<file path="config.mk">
export PLATFORM = sky130hd
export DESIGN_NAME = l4_output_reader
export DESIGN_NICKNAME = d
export VERILOG_FILES = /design/src/rtl/l4_output_reader.sv
export SDC_FILE = /design/constraint.sdc
export NUM_CORES = 1
export LEC_CHECK = 0
export BUFFER_PORTS_ARGS = -buffer_cell sky130_fd_sc_hd__buf_2
export CORE_MARGIN = 3
export CORE_UTILIZATION = 40
export DETAILED_ROUTE_END_ITERATION = 12
export PLACE_DENSITY = 0.61
export SLEW_MARGIN = 0
export SYNTH_ARGS = -nofsm -noshare
export SYNTH_HDL_FRONTEND = slang
export SYNTH_SLANG_ARGS = --single-unit
</file>
<file path="constraint.sdc">
create_clock -name clk -period 2.6 [get_ports clk]
set_input_delay 0.13 -clock clk [delete_from_list [all_inputs] [get_ports clk]]
set_output_delay 0.13 -clock clk [all_outputs]
set_load 0.03 [all_outputs]
</file>
<file path="src/rtl/l4_output_reader.sv">
// l4_output_reader: streams the pooled L4 feature maps out of two BRAM banks
// to the L5 stage through a credit-limited pair FIFO and a 2-beat serializer.
module l4_output_reader #(
    parameter int DATA_WIDTH   = 12,
    parameter int BANK_DEPTH   = 200,
    parameter int READ_LATENCY = 2,
    parameter int FIFO_DEPTH   = 4
) (
    input  logic                  clk,
    input  logic                  rst,
    input  logic                  L5_en,
    output logic [7:0]            L4_output_read_addr,
    input  logic [DATA_WIDTH-1:0] L4_output_read_data1,
    input  logic [DATA_WIDTH-1:0] L4_output_read_data2,
    output logic [DATA_WIDTH-1:0] out_data,
    output logic                  out_valid,
    input  logic                  out_ready,
    output logic [8:0]            out_index,
    output logic                  out_last,
    output logic                  L5_load_done
);
    localparam int PW = (FIFO_DEPTH > 1) ? $clog2(FIFO_DEPTH) : 1;
    localparam int NW = $clog2(FIFO_DEPTH + 1);
    localparam int CW = $clog2(FIFO_DEPTH + READ_LATENCY + 1);
    localparam logic [7:0]    LAST_ADDR = 8'(BANK_DEPTH - 1);
    localparam logic [8:0]    LAST_IDX  = 9'(2 * BANK_DEPTH - 1);
    localparam logic [PW-1:0] LAST_PTR  = PW'(FIFO_DEPTH - 1);

    typedef enum logic [1:0] {IDLE, STREAM, DRAIN, DONE} state_t;

    state_t                  st;
    logic [7:0]              addr;
    logic [READ_LATENCY-1:0] vld;
    logic [2*DATA_WIDTH-1:0] mem [FIFO_DEPTH];
    logic [PW-1:0]           wr_ptr;
    logic [PW-1:0]           rd_ptr;
    logic [NW-1:0]           count;
    logic                    beat;
    logic [8:0]              idx;
    logic [CW-1:0]           inflight;
    logic [2*DATA_WIDTH-1:0] head;
    logic                    abort;
    logic                    issue;
    logic                    push;
    logic                    pop;
    logic                    hs;

    function automatic logic [PW-1:0] bump(input logic [PW-1:0] p);
        return (p == LAST_PTR) ? '0 : p + 1'b1;
    endfunction

    // Reads still in the BRAM pipeline, used for the credit check.
    always_comb begin
        inflight = '0;
        for (int i = 0; i < READ_LATENCY; i++)
            inflight = inflight + CW'(vld[i]);
    end

    assign abort = (st != IDLE) && !L5_en;
    assign issue = (st == STREAM) && !abort &&
                   ((inflight + CW'(count)) < CW'(FIFO_DEPTH));
    assign push  = vld[READ_LATENCY-1] && !abort;
    assign head  = mem[rd_ptr];

    assign out_valid = (count != '0);
    assign hs        = out_valid && out_ready;
    assign pop       = hs && beat;
    assign out_data  = !out_valid ? '0 :
                       beat ? head[DATA_WIDTH-1:0] :
                              head[2*DATA_WIDTH-1:DATA_WIDTH];
    assign out_index = idx;
    assign out_last  = out_valid && (idx == LAST_IDX);

    assign L4_output_read_addr = addr;
    assign L5_load_done        = (st == DONE);

    // Pair storage; contents need no reset because count gates every read.
    always_ff @(posedge clk) begin
        if (push)
            mem[wr_ptr] <= {L4_output_read_data1, L4_output_read_data2};
    end

    // FSM, read issue, inflight pipe, FIFO pointers and serializer.
    always_ff @(posedge clk) begin
        if (!rst || abort) begin
            st     <= IDLE;
            addr   <= '0;
            vld    <= '0;
            wr_ptr <= '0;
            rd_ptr <= '0;
            count  <= '0;
            beat   <= 1'b0;
            idx    <= '0;
        end else begin
            vld <= (vld << 1) | READ_LATENCY'(issue);
            if (issue && addr != LAST_ADDR)
                addr <= addr + 1'b1;
            if (push)
                wr_ptr <= bump(wr_ptr);
            if (pop)
                rd_ptr <= bump(rd_ptr);
            unique case ({push, pop})
                2'b10:   count <= count + 1'b1;
                2'b01:   count <= count - 1'b1;
                default: ;
            endcase
            if (hs) begin
                beat <= !beat;
                idx  <= idx + 1'b1;
            end
            unique case (st)
                IDLE:    if (L5_en) st <= STREAM;
                STREAM:  if (issue && addr == LAST_ADDR) st <= DRAIN;
                DRAIN:   if (vld == '0 && count == '0) st <= DONE;
                default: ;
            endcase
        end
    end
endmodule

</file>
==> impl_metrics.py <==
metrics = {
    "run_status": {
        "status": "complete, no violations",
    },
    "clock_network": {
        "hold_buffers": 25,
        "ctsResizeCount": 0,
        "cts_inserted_buffers": 17,
        "h-tree-depth": 4,
        "clk_pin_slew_ns": 0.06,
        "post_cts_buffers": 0,
        "clock-root-buffer": "clkbuf_16",
        "cts_buffer_depth": 2,
        "cts_tree": "built",
        "clk_latency_ns": 0.41,
        "cts.sink_count": 127,
    },
    "global_route": {
        "grt_max_degree": 25,
        "gr-total-overflow": 0,
        "grt_pass1_vias": 3167,
        "grt_pass1_wl_mm": 16.04,
        "grt_use_total_pct": 14.67,
        "antenna_found_initial": 0,
    },
    "setup_path": {
        "worstReg2RegEnd": "count[2]",
        "cp.required_ns": 2.94,
        "endpoint_kind": "flip-flop",
        "slowest_delay_ns": 0.38,
        "cpLargestDelayFamily": "adder cells",
        "crit_type": "flip-flop to flip-flop",
        "r2r_cells": 10,
        "r2r_slack_ns": 0.29,
        "cp-start-kind": "flip-flop",
        "path_max_fanout": 4,
        "worst-path-stages": 10,
        "crit_buf_inv": 2,
        "cp_data_arrival_time_ns": 2.65,
        "crit_chain": "inv_1 -> ha_1 -> or2_1 -> nand2_1 -> ha_1 -> inv_1 -> fa_1 -> xor2_1 -> or3_1 -> a21oi_1",
        "crit_slowest_cell": "dfxtp_1",
        "r2r_start": "st[0]",
    },
    "routing": {
        "drc_errors": 0,
        "wl_per_cell_um": 15.96,
        "via_count": 3122,
        "viasPerCell": 5.035,
        "drt_iter0_markers": 169,
        "dr.pass1.iters": 4,
        "wl_mm": 9.893,
        "postRouteAntennaNets": 0,
    },
    "sta": {
        "period_needed_ns": 2.309,
        "tightestPinTransition_ns": 0.6738,
        "final_hold_viol_count": 0,
        "fin_tns_setup_ns": 0,
        "final.period_utilization_pct": 88.81,
        "fmax_ghz": 0.4331,
        "setup_viol": 0,
        "grt_setup_unrepaired": "no",
        "slew_headroom_pct": 54.66,
        "slew_violations": 0,
        "skew_ns": 0.004564,
    },
    "pwr": {
        "ir_drop_mv": 0.4819,
        "power_density_nw_per_um2": 757.5,
        "power.total_w": 0.004998,
        "p_leak_nw": 2.349,
    },
    "final_layout": {
        "multi_input_area_sq_um": 1632,
        "n_fill_cell": 1120,
        "final_layout_size_suffix_gt1_share_pct": 29.02,
        "syn_to_final_growth_pct": 25.73,
        "nNetsFinal": 477,
        "register_area_sq_um": 3505,
        "diodes": 0,
    },
    "floorplanning": {
        "placementRows": 41,
        "start_util_pct": 41.25,
        "ios": 60,
        "core_area_sq_um": 12720,
        "die_x_um": 120.5,
        "die_h_um": 120.5,
        "dieArea_sq_um": 14530,
    },
    "min_path": {
        "holdPathStages": 4,
        "hold_class": "primary input to flip-flop",
        "worstHoldStart": "L5_en",
        "worstHoldEndpoint": "st[0]",
    },
    "synth": {
        "synthesis.instances": 335,
        "avgSynthCellArea_sq_um": 15.66,
        "yosys_warnings": 0,
        "syn_nets": 377,
        "syn_area_sq_um": 5248,
        "synth_edf_count": 96,
        "yosysMostFrequentCell": "edfxtp_1",
        "synth_area_leaders": "edfxtp_1 (55%), dfxtp_1 (12%), mux4_2 (10%)",
        "synthArstFlopShare_pct": 0,
        "seq_area_frac_synth_pct": 66.76,
        "netlist_top_cells_count": "edfxtp_1 (96), nor2_1 (33), dfxtp_1 (31)",
        "ys_types": 43,
        "yosysTopAreaCell": "edfxtp_1",
        "ys_ff_latch": 127,
        "ys.flop_type": "edfxtp_1",
        "synth_top_area_share_pct": 54.94,
    },
    "flow_run": {
        "drv_cap": 0,
    },
    "place": {
        "port_buffers": 59,
        "hpwl_mm": 6.175,
        "routabilityCongestion": 0.7426,
    },
}
-- logic make-up after synthesis --
| group | Yosys count | synth area share, % |
|---|---|---|
| flip-flops | 127 | 66.76 |
| AND/OR/NAND/NOR | 86 | 8.274 |
| multiplexers | 39 | 13.16 |
| AO/OA/AOI/OAI | 32 | 4.340 |
| buffers and inverters | 26 | 2.146 |
| adder cells (fa/ha/maj) | 14 | 3.481 |
| XOR/XNOR | 11 | 1.836 |
-- flip-flops by register name, summed over array words and instances, names as in the netlist, named ones only --
signal,cells
vld,2
mem,96
count,3
beat,1
rd_ptr,2
out_index,9
L4_output_read_addr,8
st,2
wr_ptr,2
-- where the power goes --
| group | internal, W | switching (W) |
|---|---|---|
| clock network | 0.00130 | 0.000861 |
| registers | 0.00225 | 0.0000444 |
| logic | 0.000221 | 0.000319 |
-- stage by stage --
step	setup WS (ns)	utilization [%]	instances	hold slack [ns]	cell area (sq um)
floorplan	0.3071	-	335	0.2289	5248
global placement	0.3650	45.61	563	0.3428	5803
detailed placement	0.3034	45.61	563	0.3465	5803
CTS	0.2792	51.86	620	0.2328	6598
global route	0.1646	51.86	620	0.2859	6598
finish	0.2910	51.86	620	0.2527	6598
-- layout make-up --
class | count | share of cell area [%]
Clock buffer | 17 | 6.448
Sequential cell | 127 | 53.12
Tap cell | 172 | 3.262
Inverter | 11 | 0.6258
Timing Repair Buffer | 96 | 10.01
Multi-Input combinational cell | 182 | 24.73
Clock inverter | 15 | 1.802
-- metal layers --
metal  vias to the layer above  wire (um)  global-route usage, %
met5                         -          0                      0
met4                         0        183                  6.161
met3                        15        378                  4.537
met2                        63       4971                  24.28
met1                      1544       4360                  17.87
li1                       1500          -                      -
-- placed cells by master, fill, tap and decap left out, drive strengths merged, types with 5 or more instances in the layout --
cell type    count
xor2             7
or3              5
edfxtp          96
dlygate4sd3     25
nand3            5
buf             71
nand4            6
clkbuf          17
clkinv           8
nand2           13
o21ai            6
dfxtp           31
nor2            33
and3             8
ha              13
a21oi           12
inv             14
mux4            24
mux2i           15
nor3             5
-- how the worst max path moves through the flow --
stage,from,to,slack [ns]
floorplan,st[0],count[2],0.31
global placement,st[0],count[2],0.37
detailed placement,st[0],count[2],0.30
CTS,st[0],count[2],0.28
global route,st[0],count[2],0.16
finish,st[0],count[2],0.29
-- tightest hold or removal path: stages --
cell and delay (ns):
buf_2 0.11, inv_1 0.09, a221oi_4 0.08, a32o_1 0.21
Power figures use the tool's default switching activity.
